$ cat config.mk
export PLATFORM = sky130hd
export DESIGN_NAME = ahb_mtx_input_hold_stage
export DESIGN_NICKNAME = d
export VERILOG_FILES = /design/src/rtl/ahb_mtx_input_hold_stage.sv
export SDC_FILE = /design/constraint.sdc
export NUM_CORES = 1
export LEC_CHECK = 0
export BUFFER_PORTS_ARGS = -buffer_cell sky130_fd_sc_hd__buf_2
export CORE_ASPECT_RATIO = 2
export CORE_MARGIN = 5
export CORE_UTILIZATION = 25
export DETAILED_ROUTE_END_ITERATION = 12
export GPL_ROUTABILITY_DRIVEN = 0
export GPL_TIMING_DRIVEN = 0
export MAX_ROUTING_LAYER = met4
export PLACE_DENSITY = 0.48
export SYNTH_ARGS = -nofsm -noshare
export SYNTH_HDL_FRONTEND = slang
export SYNTH_SLANG_ARGS = --single-unit
$ cat constraint.sdc
create_clock -name HCLK -period 1.97 [get_ports HCLK]
set_input_delay 0.2955 -clock HCLK [delete_from_list [all_inputs] [get_ports HCLK]]
set_output_delay 0.2955 -clock HCLK [all_outputs]
set_load 0.05 [all_outputs]
$ cat src/rtl/ahb_mtx_input_hold_stage.sv
// Per-master input stage of the AHB bus matrix. It holds an address phase the
// arbiter cannot take yet, stalls the master, and forwards held or live
// address/control to the per-slave output muxes.
module ahb_mtx_input_hold_stage #(
    parameter int unsigned ADDR_WIDTH = 32,
    parameter int unsigned PROT_WIDTH = 4
) (
    input  logic                  HCLK,
    input  logic                  HRESETn,
    input  logic                  HSELS,
    input  logic [ADDR_WIDTH-1:0] HADDRS,
    input  logic [1:0]            HTRANSS,
    input  logic                  HWRITES,
    input  logic [2:0]            HSIZES,
    input  logic [2:0]            HBURSTS,
    input  logic [PROT_WIDTH-1:0] HPROTS,
    input  logic                  HMASTLOCKS,
    input  logic                  HREADYS,
    output logic                  HREADYOUTS,
    output logic                  HRESPS,
    output logic                  req_port,
    output logic                  sel_i,
    output logic [ADDR_WIDTH-1:0] addr_i,
    output logic [1:0]            trans_i,
    output logic                  write_i,
    output logic [2:0]            size_i,
    output logic [2:0]            burst_i,
    output logic [PROT_WIDTH-1:0] prot_i,
    output logic                  lock_i,
    input  logic                  granted,
    input  logic                  HREADYM,
    input  logic                  HRESPM
);

    typedef enum logic {
        ST_IDLE = 1'b0,
        ST_PEND = 1'b1
    } state_e;

    state_e                  state_q, state_d;
    logic                    data_phase_q, data_phase_d;
    logic                    hsel_q;
    logic [ADDR_WIDTH-1:0]   haddr_q;
    logic [1:0]              htrans_q;
    logic                    hwrite_q;
    logic [2:0]              hsize_q;
    logic [2:0]              hburst_q;
    logic [PROT_WIDTH-1:0]   hprot_q;
    logic                    hlock_q;

    logic pend;
    logic capture;
    logic accept;
    logic load;
    logic dp_start;

    assign pend    = (state_q == ST_PEND);
    assign capture = HSELS & HREADYS & HTRANSS[1];
    assign accept  = granted & HREADYM;
    assign load    = HREADYS & ~pend;

    // Live inputs are only a valid address phase when HREADYS is high;
    // a held phase is always valid.
    assign dp_start = accept & sel_i & trans_i[1] & (pend | HREADYS);

    always_comb begin
        state_d      = state_q;
        data_phase_d = data_phase_q;
        case (state_q)
            ST_IDLE: if (capture && !accept) state_d = ST_PEND;
            ST_PEND: if (accept)             state_d = ST_IDLE;
            default:                         state_d = ST_IDLE;
        endcase
        if (HREADYM) data_phase_d = dp_start;
    end

    always_ff @(posedge HCLK) begin
        if (!HRESETn) begin
            state_q      <= ST_IDLE;
            data_phase_q <= 1'b0;
            hsel_q       <= 1'b0;
            haddr_q      <= '0;
            htrans_q     <= '0;
            hwrite_q     <= 1'b0;
            hsize_q      <= '0;
            hburst_q     <= '0;
            hprot_q      <= '0;
            hlock_q      <= 1'b0;
        end else begin
            state_q      <= state_d;
            data_phase_q <= data_phase_d;
            if (load) begin
                hsel_q   <= HSELS;
                haddr_q  <= HADDRS;
                htrans_q <= HTRANSS;
                hwrite_q <= HWRITES;
                hsize_q  <= HSIZES;
                hburst_q <= HBURSTS;
                hprot_q  <= HPROTS;
                hlock_q  <= HMASTLOCKS;
            end
        end
    end

    always_comb begin
        if (pend) begin
            sel_i   = hsel_q;
            addr_i  = haddr_q;
            trans_i = htrans_q;
            write_i = hwrite_q;
            size_i  = hsize_q;
            burst_i = hburst_q;
            prot_i  = hprot_q;
            lock_i  = hlock_q;
        end else begin
            sel_i   = HSELS;
            addr_i  = HADDRS;
            trans_i = HTRANSS;
            write_i = HWRITES;
            size_i  = HSIZES;
            burst_i = HBURSTS;
            prot_i  = HPROTS;
            lock_i  = HMASTLOCKS;
        end
    end

    assign req_port   = pend | (HSELS & HTRANSS[1]);
    assign HREADYOUTS = pend ? 1'b0 : (data_phase_q ? HREADYM : 1'b1);
    assign HRESPS     = data_phase_q & HRESPM;

endmodule

After elaboration in Yosys (flattened, before gate mapping) --
Cells that the tools add are included.
Operators by class: bitwise gates (word level) 12, muxes and demuxes 13, reduce and logical (&&, ||, !) cells 2
Operators with widths (number):
- 32-bit 2-to-1 mux | 1
- 1-bit bitwise AND | 9
- 1-bit 2-to-1 mux | 7
- 3-bit 2-to-1 mux | 2
- 4-bit 2-to-1 mux | 1
- 2-bit 2-to-1 mux | 1
- 1-bit bitwise OR | 2
- 1-bit one-hot mux with 2 select lines | 1
- 1-bit logical AND | 1
- 1-bit logical NOT | 1
- 1-bit inverter | 1
Word-level totals: logic and storage cells 37, output and inout port bits 50, flip-flop bits (word level) 49

Longest topological paths before layout --
Gate-level depths: netlist of the first run.
word-level depth 5, depth in mapped cells 6, depth with buffers taken out 3

Worst setup path before layout of the first run --
OpenSTA, ideal clock, no wires.
path kind register to output, start reg state_q, in the netlist pend, end out HREADYOUTS, setup slack 0.404 ns, cell stages (with the launch flop) 4, required time 1.674 ns, arrival time 1.271 ns, cells stage by stage dfxtp_1 > buf_4 > buf_2 > nor2_1
On the way: longest elaborated chain between the ends 1
RTL lines:
- start, declared | line 40 | state_e state_q, state_d;
- start signal, assigned | line 90 | state_q <= state_d;
- 1-bit 2-to-1 mux | line 128 | assign HREADYOUTS = pend ? 1'b0 : (data_phase_q ? HREADYM : 1'b1);
- end, declared | line 19 | output logic HREADYOUTS,
No other way between the ends.

Final worst setup path of the first run --
start reg state_q, in the netlist pend, end out addr_i[8]
On the way: longest elaborated chain between the ends 1
RTL lines:
- 32-bit 2-to-1 mux | line 106 | if (pend) begin
- end, declared | line 23 | output logic [ADDR_WIDTH-1:0] addr_i,
No other way between the ends.

==> metrics.md, run 1 <==
| Metric | Value |
|---|---|
| FMAX | around 0.54 GHz |
| IO Pins | ~100 |
| Clock transition at path regs | around 60 ps |
| Largest net degree at the start of global routing | 14 |
| CTS sink cnt | between 40 and 50 |
| Area Overhead vs Synth | 33.52% |
| First DRT Iteration DRCs | 53 |
| ANT nets after route | 0 |
| Clk_lat worst skew | roughly 280 ps |
| Total CTS buffers | 5 |
| Hold_buf cts | 0 |
| Setup tns final | 0 ps |
| Hold slack | between 200 and 250 ps |
| Vias | roughly 2200 |
| Count of final setup violators | 0 |
| Fin. Hold Viols | 0 |
| CP max-delay cell | mux2_2 |
| Synthesis-stage register bit count | between 40 and 50 |
| Hpwl dp | around 5400 um |
| Critical Path AT | roughly 1600 ps |
| CP required | 1670 ps |
| Hold endpoint | pend |
| Mapped Cells | 270 |
| Number of global-route vias before repair | about 2200 |
| Reg2Reg Launch Point | pend |
| R2R Setup Slk | around 800 ps |
| Clock Root Buffer | clkbuf_16 |
| R2R depth | 6 |
| Worst Path Max Fanout | 10 |
| Port buffer count | about 100 |
| Syn_area_per_cell | approximately 9 sq um |
| Peak supply drop | slightly above 0.4 mV |
| Slew headroom | 71.04% |
| # nets final | about 430 |
| Height of the chip | about 150 um |
| Drt wl/cell | 13.41 um |
| # diodes | 0 |
| CP endpoint kind | primary output |
| Commonest non-fill, non-tap cell in the layout | buf_2 |
| # Post-CTS Setup Buffers | 0 |
| Hold crit path type | in -> reg |
| Crit path cell chain | buf_4 > clkbuf_4 > mux2_2 > buf_2 |
| Die area | 0.01194 sq mm |
| Distinct cells, synth | 20 |
| Clock Path Buffers | 2 |
| RR Endpoint | haddr_q[25] |
| RSZ-0062 raised after global routing | no |
| Worst-margin pin slew | ~430 ps |
| Status | complete, no violations |
| Lkg Pwr | around 1.4 nW |
| First-pass GRT wire length | around 11000 um |
| CP Class | reg -> out |
| Startpoint types | register |
| CTS tree | yes |
| PwrDens | roughly 780 mW/mm^2 |
| FP Rows | between 50 and 60 |
| Max_cap viols | 0 |
| DRT Wirelength | between 6000 and 7000 um |
| Layout cells sized above 1 | roughly 45% |
| Clock skew | approximately 3.3 ps |
| Core ar. | 0.009635 sq mm |
| Worst Hold Launch | granted |
| Yosys warning count | 0 |
| Most frequent cells in the layout | buf_2 (104), nand2_1 (95), dfxtp_1 (49) |
| First-pass DRT Iterations | 4 |
| Post-CTS Resized | 1 |
| Fin. max-slew vios | 0 |
| Drt drc | 0 |
| CP peak stage delay | ~360 ps |
| H-tree level count | 2 |
| Die W | between 70 and 80 um |
| Overflow after GRT | 0 |
| Post-synthesis sequential area ratio | between 40% and 50% |
| Final period util | a little over nine tenths |
| GRT Util Overall | between 10% and 20% |
| Drt via density | between 4 and 5 |
| Hold path cells | 2 |
| Initial core utilization | 25.30% |
| Mapped Area | roughly 0.0024 sq mm |
| Initial antenna violation count | 0 |
| Syn_nets | between 300 and 400 |
| Tmin final | 1860 ps |
## area by class of cell
class                           instances  area (sq um)
Buffer                                 21         150.1
Clock buffer                            8         136.4
Fill cell                            1040          6381
Multi-Input combinational cell        200          1316
Sequential cell                        49         980.9
Tap cell                              132         165.2
Timing Repair Buffer                  101         505.5
## power by group
group	total, mW	leakage, nW	switching, mW	internal [mW]
logic	0.628	0.953	0.417	0.211
registers	1.07	0.404	0.0260	1.05
clock network	0.827	0.0652	0.354	0.473
total	2.53	1.42	0.797	1.73
## routing by layer
metal | vias to the layer above | part of all wire, % | wire length (um) | track usage, %
met1 | 1018 | 38 | 2617 | 13.04
li1 | 1117 | - | - | -
met4 | 0 | 1.8 | 126 | 4.822
met3 | 5 | 3.6 | 248 | 1.506
met2 | 57 | 56 | 3862 | 22.74
met5 | - | 0 | 0 | -
## worst max-delay path, delay by kind of cell (launching register included)
kind	cells	cell delay (ps)
muxes	1	360
buffers and inverters	3	610
DFF	1	310
## cell usage after synthesis
cell	number	share of area, %
dfxtp_1	49	40
nor2b_4	1	0.56
nor2b_1	1	0.26
nand2_1	95	15
buf_6	5	2.3
o21ai_0	1	0.21
nor2_1	1	0.15
a21oi_1	1	0.21
mux2_2	47	22
nand4_1	1	0.26
a21boi_0	17	5.2
nand2b_2	1	0.36
a22oi_1	1	0.31
a21o_1	1	0.31
a21boi_1	30	9.2
clkbuf_1	5	0.77
and2_1	1	0.26
buf_2	7	1.4
o211ai_1	1	0.31
buf_4	4	1.2
## stage by stage
step	cells	total power, mW	util, %	setup WS (ps)	instance area, sq um
floorplan	270	1.553	-	403.8	2437
global placement	503	1.729	32.26	319.8	3108
detailed placement	503	1.734	32.26	316.0	3108
CTS	511	2.589	33.70	16.00	3247
global route	511	2.674	33.77	34.88	3254
finish	511	2.529	33.77	110.3	3254
## kinds of logic after synthesis
kind of cell / after synthesis / synth area share (%)
AO/OA/AOI/OAI: 52 / 15.81
flip-flops: 49 / 40.25
multiplexers: 47 / 21.71
AND/OR/NAND/NOR: 101 / 16.48
buffers and inverters: 21 / 5.749
## registers in the layout, indices dropped and copies added (netlist names), 2 cells and up
register  cells
htrans_q      2
haddr_q      32
hprot_q       4
hburst_q      3
hsize_q       3
## how the worst max path moves through the flow
stage,startpoint,endpoint,slack [ps],cells after the start
2_1_floorplan,pend,HREADYOUTS,400,3
3_3_place_gp,pend,addr_i[20],320,4
3_5_place_dp,pend,addr_i[20],320,4
4_1_cts,pend,burst_i[1],20,4
5_1_grt,pend,burst_i[1],30,4
6_report,pend,addr_i[8],110,4
Power figures use the tool's default switching activity.
==> run 2, diff against run 1 <==
--- a/config.mk
+++ b/config.mk
@@ -14,6 +14,7 @@
 export GPL_TIMING_DRIVEN = 0
 export MAX_ROUTING_LAYER = met4
 export PLACE_DENSITY = 0.48
+export REMOVE_ABC_BUFFERS = 1
 export SYNTH_ARGS = -nofsm -noshare
 export SYNTH_HDL_FRONTEND = slang
 export SYNTH_SLANG_ARGS = --single-unit
==> run 2 against run 1 <==
Compared with the run above: first-iteration DRC count increased by 9.4%; critical path type unchanged; critical path depth decreased by 1; worst hold slack got worse by 4.2 ps; critical endpoint is now addr_i[13].
==> metrics.md, run 2 (synthesis gave the netlist of run 1 again) <==
| Metric | Value |
|---|---|
| # diodes | 0 |
| Peak supply drop | 0.3818 mV |
| Sw frac | 31.30% |
| CP required | 1670 ps |
| Filler cells | between 1000 and 1500 |
| Comb pwr share | about a quarter |
| H-tree level count | 2 |
| Clk_lat worst skew | ~290 ps |
| Top routing layer used | met4 |
| Port buffer count | between 100 and 150 |
| Hold crit path type | in -> reg |
| Reg with most FFs | haddr_q |
| Clock Path Buffers | 2 |
| Cells after DPL | about 480 |
| Number of global-route vias before repair | between 2000 and 2500 |
| Largest registers | haddr_q x32, hprot_q x4 |
| IO Pins | about 100 |
| # nets final | between 400 and 500 |
| GRT Util Overall | between 10 and 15% |
| RSZ-0062 raised after global routing | no |
| Status | complete, no violations |
| CTS sink cnt | just under 50 |
| Startpoint types | register |
| Layout cells sized above 1 | 45.33% |
| FP Rows | roughly 50 |
| CP max-delay cell | dfxtp_4 |
| Routed wl met3 | 268 um |
| DRT Wirelength | roughly 6800 um |
| First-pass GRT wire length | 10220 um |
| Core ar. | around 0.0096 sq mm |
| RR Endpoint | hwrite_q |
| Hold endpoint | pend |
| Tmin final | approximately 1800 ps |
| Fin. max-slew vios | 0 |
| R2R Setup Slk | slightly below 400 ps |
| Worst path top cell family by delay | buffers and inverters |
| Clock network fraction of total power | a little over a third |
| Crit. Startpoint | pend |
| Total CTS buffers | 5 |
| Hold_buf cts | 0 |
| CTS tree | yes |
| Worst-margin pin slew | between 900 and 1000 ps |
| First DRT Iteration DRCs | 58 |
| Initial core utilization | between 20% and 30% |
| CP peak stage delay | about 390 ps |
| Die area | between 0.01 and 0.015 sq mm |
| Hpwl dp | ~4400 um |
| Max reg flops | 32 |
| Drt wl/cell | 13.72 um |
| Commonest non-fill, non-tap cell in the layout | buf_2 |
| Reg2Reg Launch Point | pend |
| P_sw | 0.8110 mW |
| Die W | 79.82 um |
| Critical Path AT | approximately 1500 ps |
| Area Overhead vs Synth | 31.06% |
| Slew headroom | about a third |
| Drt via density | about 4.3 |
| Fin. Hold Viols | 0 |
| Multi-input logic area | between 0.001 and 0.0015 sq mm |
| Vias | 2153 |
| Clock Root Buffer | clkbuf_16 |
| Setup WS pre-CTS | -160.3 ps |
| Height of the chip | 149.6 um |
| FMAX | 0.5617 GHz |
| Overflow after GRT | 0 |
| Clock skew | 3.694 ps |
| WP buf/inv | 2 |
| WL met2 | 3839 um |
| Final period util | 90.38% |
| CP endpoint kind | primary output |
| Lkg Pwr | about 1.4 nW |
| Internal | around 1.8 mW |
| R2R depth | 3 |
| First-pass DRT Iterations | 4 |
| Max_cap viols | 0 |
| Worst Path Max Fanout | 27 |
| Overall power | 2.591 mW |
| Most frequent cells in the layout | buf_2 (102), nand2_1 (95), dfxtp_1 (48) |
| Met1 Wirelength | 2578 um |
| PwrDens | between 800 and 900 mW/mm^2 |
| Non-Filler Instances | 496 |
| Seq. cell area | approximately 1000 sq um |
| Worst Hold Launch | granted |
| Sequential share of power | between 40 and 50% |
| Largest net degree at the start of global routing | 51 |
| CP Class | reg -> out |
| ANT nets after route | 0 |
| Drt drc | 0 |
| Hold path cells | 2 |
| Worst setup margin | about 190 ps |
| Clock transition at path regs | 60 ps |
| Initial antenna violation count | 0 |
| Crit path cell chain | buf_12 > mux2_2 > buf_2 |
| Count of final setup violators | 0 |
run 2: changes by cell type in the layout (fill, tap and decap cells not counted), moves of 2 or more:
cell	previous run	this run
buf_4	5	2
clkbuf_4	3	0
clkbuf_8	0	2
clkbuf_1	8	0
buf_2	104	102
buf_6	5	1
run 2: cell type report:
| type | count | share of cell area [%] |
|---|---|---|
| clock buffer | 7 | 4.779 |
| clock inverter | 1 | 0.1567 |
| multi-input combinational | 201 | 41.64 |
| sequential | 49 | 30.83 |
| tap | 132 | 5.170 |
| timing repair buffer | 106 | 17.43 |
run 2: through the flow:
stage | util, % | TNS, ps | hold WS [ps] | area, sq um
CTS | 32.85 | 0 | 180.6 | 3166
detailed placement | 31.07 | -4875 | 445.2 | 2994
global placement | 30.85 | -116660 | 437.8 | 2973
floorplan | - | -38280 | 386.8 | 2297
finish | 33.15 | 0 | 197.3 | 3194
global route | 33.15 | 0 | 202.5 | 3194
run 2: how the worst max path moves through the flow:
stage	cells after the start	endpoint	slack, ps
2_1_floorplan	3	haddr_q[10]	-490
3_3_place_gp	3	hlock_q	-1450
3_5_place_dp	3	hwrite_q	-160
4_1_cts	4	data_phase_q	0.02
5_1_grt	3	addr_i[13]	150
6_report	3	addr_i[13]	190
run 2: power groups by stage:
stage                     clock [mW]  combinational (mW)  sequential [mW]
after global placement             0               0.593             1.11
after detailed placement           0               0.604             1.10
after global routing            1.00               0.655             1.08
after CTS                      0.965               0.610             1.07
after floorplan                    0               0.424             1.10
final                          0.908               0.610             1.07
run 2: what timing repair did:
action | 4_1_cts | 5_1_grt
cloned | 0 | 1
gates resized for setup | 1 | 1
setup buffers | 1 | 2
endpoints found under the setup margin | 94 | 49
run 2: layer usage:
metal  vias to the layer above  global-route usage, %
li1                       1090                      -
met1                      1007                  11.77
met2                        51                  20.73
met3                         5                  1.627
met4                         0                  4.569
met5                         -                      -
==> run 3, diff against run 2 <==
--- a/config.mk
+++ b/config.mk
@@ -15,6 +15,7 @@
 export MAX_ROUTING_LAYER = met4
 export PLACE_DENSITY = 0.48
 export REMOVE_ABC_BUFFERS = 1
+export SETUP_SLACK_MARGIN = 0.5
 export SYNTH_ARGS = -nofsm -noshare
 export SYNTH_HDL_FRONTEND = slang
 export SYNTH_SLANG_ARGS = --single-unit
==> run 3 against run 2 <==
Compared with the run above: maximum frequency grew 1.1%; final cell count grew 2.4%; critical endpoint unchanged; largest power group unchanged; power grew 3.0%.
==> metrics.md, run 3 (synthesis gave the netlist of run 1 again) <==
| Metric | Value |
|---|---|
| Status | complete, no violations |
| FP Rows | 51 |
| Multi-input logic area | 0.001391 sq mm |
| Tmin final | ~1800 ps |
| CP max-delay cell | dfxtp_4 |
| Final period util | between 80% and 90% |
| Max reg flops | 32 |
| Initial antenna violation count | 0 |
| IO Pins | about 100 |
| Lkg Pwr | 1.496 nW |
| Peak supply drop | between 0.3 and 0.4 mV |
| First-pass DRT Iterations | 4 |
| Worst Path Max Fanout | 14 |
| CP endpoint kind | primary output |
| Height of the chip | 149.6 um |
| Count of final setup violators | 0 |
| Number of global-route vias before repair | 2084 |
| Fin. Hold Viols | 0 |
| GRT Util Overall | 12.29% |
| Critical Path AT | 1470 ps |
| CP Class | reg -> out |
| H-tree level count | 2 |
| Hold slack | 192.7 ps |
| First-pass GRT wire length | between 10000 and 15000 um |
| Hold_buf cts | 0 |
| Startpoint types | register |
| RSZ-0062 raised after global routing | yes |
| Drt wl/cell | between 15 and 20 um |
| Clock Root Buffer | clkbuf_16 |
| Setup WS pre-CTS | -160.3 ps |
| Hold crit path type | in -> reg |
| Hpwl dp | 4406 um |
| Filler cells | 1027 |
| CTS tree | yes |
| First DRT Iteration DRCs | 70 |
| Slew headroom | a little over two fifths |
| Worst-margin pin slew | ~840 ps |
| CP peak stage delay | approximately 430 ps |
| Fin. max-slew vios | 0 |
| Core ar. | ~0.0096 sq mm |
| Initial core utilization | about a quarter |
| Port buffer count | about 100 |
| Reg with most FFs | haddr_q |
| # nets final | ~430 |
| Largest registers | haddr_q x32, hprot_q x4 |
| Clock Path Buffers | 2 |
| Clock transition at path regs | approximately 60 ps |
| Max_cap viols | 0 |
| FMAX | about 0.57 GHz |
| Largest net degree at the start of global routing | 51 |
| Clk_lat worst skew | slightly below 300 ps |
| Total CTS buffers | 5 |
| PwrDens | slightly below 800 mW/mm^2 |
| Most frequent cells in the layout | nand2_1 (95), buf_2 (81), dfxtp_1 (48) |
| Area Overhead vs Synth | 40.86% |
| Vias | about 2200 |
| Drt drc | 0 |
| Layout cells sized above 1 | a little under half |
| Die area | roughly 0.012 sq mm |
| Worst setup margin | roughly 210 ps |
| # diodes | 0 |
| CP required | ~1700 ps |
| Overflow after GRT | 0 |
| Drt via density | roughly 4.4 |
| DRT Wirelength | 7901 um |
| Crit path cell chain | buf_12 > mux2_2 > buf_4 |
| ANT nets after route | 0 |
| Clock skew | a little under 5 ps |
| CTS sink cnt | 49 |
| Die W | 79.82 um |
| Seq. cell area | ~1000 sq um |
| Commonest non-fill, non-tap cell in the layout | nand2_1 |
[run 3: per-layer routing]
layer	track usage, %	part of all wire [%]
met1	12.92	38
met2	22.82	57
met3	1.627	3.4
met4	4.569	1.5
met5	-	0
[run 3: stage by stage]
stage	util (%)	total power [mW]	instances	cell area [sq um]	setup TNS, ps
floorplan	-	1.520	249	2297	-38280
global placement	30.85	1.698	483	2973	-116660
detailed placement	31.07	1.706	484	2994	-4875
CTS	33.87	2.682	497	3263	0
global route	35.63	2.807	508	3433	0
finish	35.63	2.667	508	3433	0
[run 3: repair_timing]
item                       in CTS  in global routing
cloned                          2                  4
setup endpoints to repair      97                 78
setup buffers                   3                  7
gates resized for setup        22                 23
[run 3: final cells by class]
class	count	area share, %
Clock inverter	1	0.1458
Clock buffer	7	4.446
Tap cell	132	4.810
Timing Repair Buffer	114	21.39
Multi-Input combinational cell	205	40.52
Sequential cell	49	28.68
[run 3: where the power goes]
part | internal, mW | total [mW] | switching, mW
clock network | 0.539 | 0.916 | 0.377
logic | 0.240 | 0.678 | 0.438
registers | 1.05 | 1.07 | 0.0270
[run 3: worst max-delay path, delay by kind of cell (launching register included)]
kind                   cells  cell delay, ps
DFF                        1             430
muxes                      1             370
buffers and inverters      2             370
[run 3: worst paths after layout]
check | startpoint | endpoint | slack, ps | depth (start not counted)
worst max-delay path | pend | addr_i[13] | 210 | 3
worst min-delay path | granted | pend | 190 | 2
worst max register to register | pend | hprot_q[3] | 630 | 5
worst min register to register | hprot_q[2] | hprot_q[2] | 450 | 2
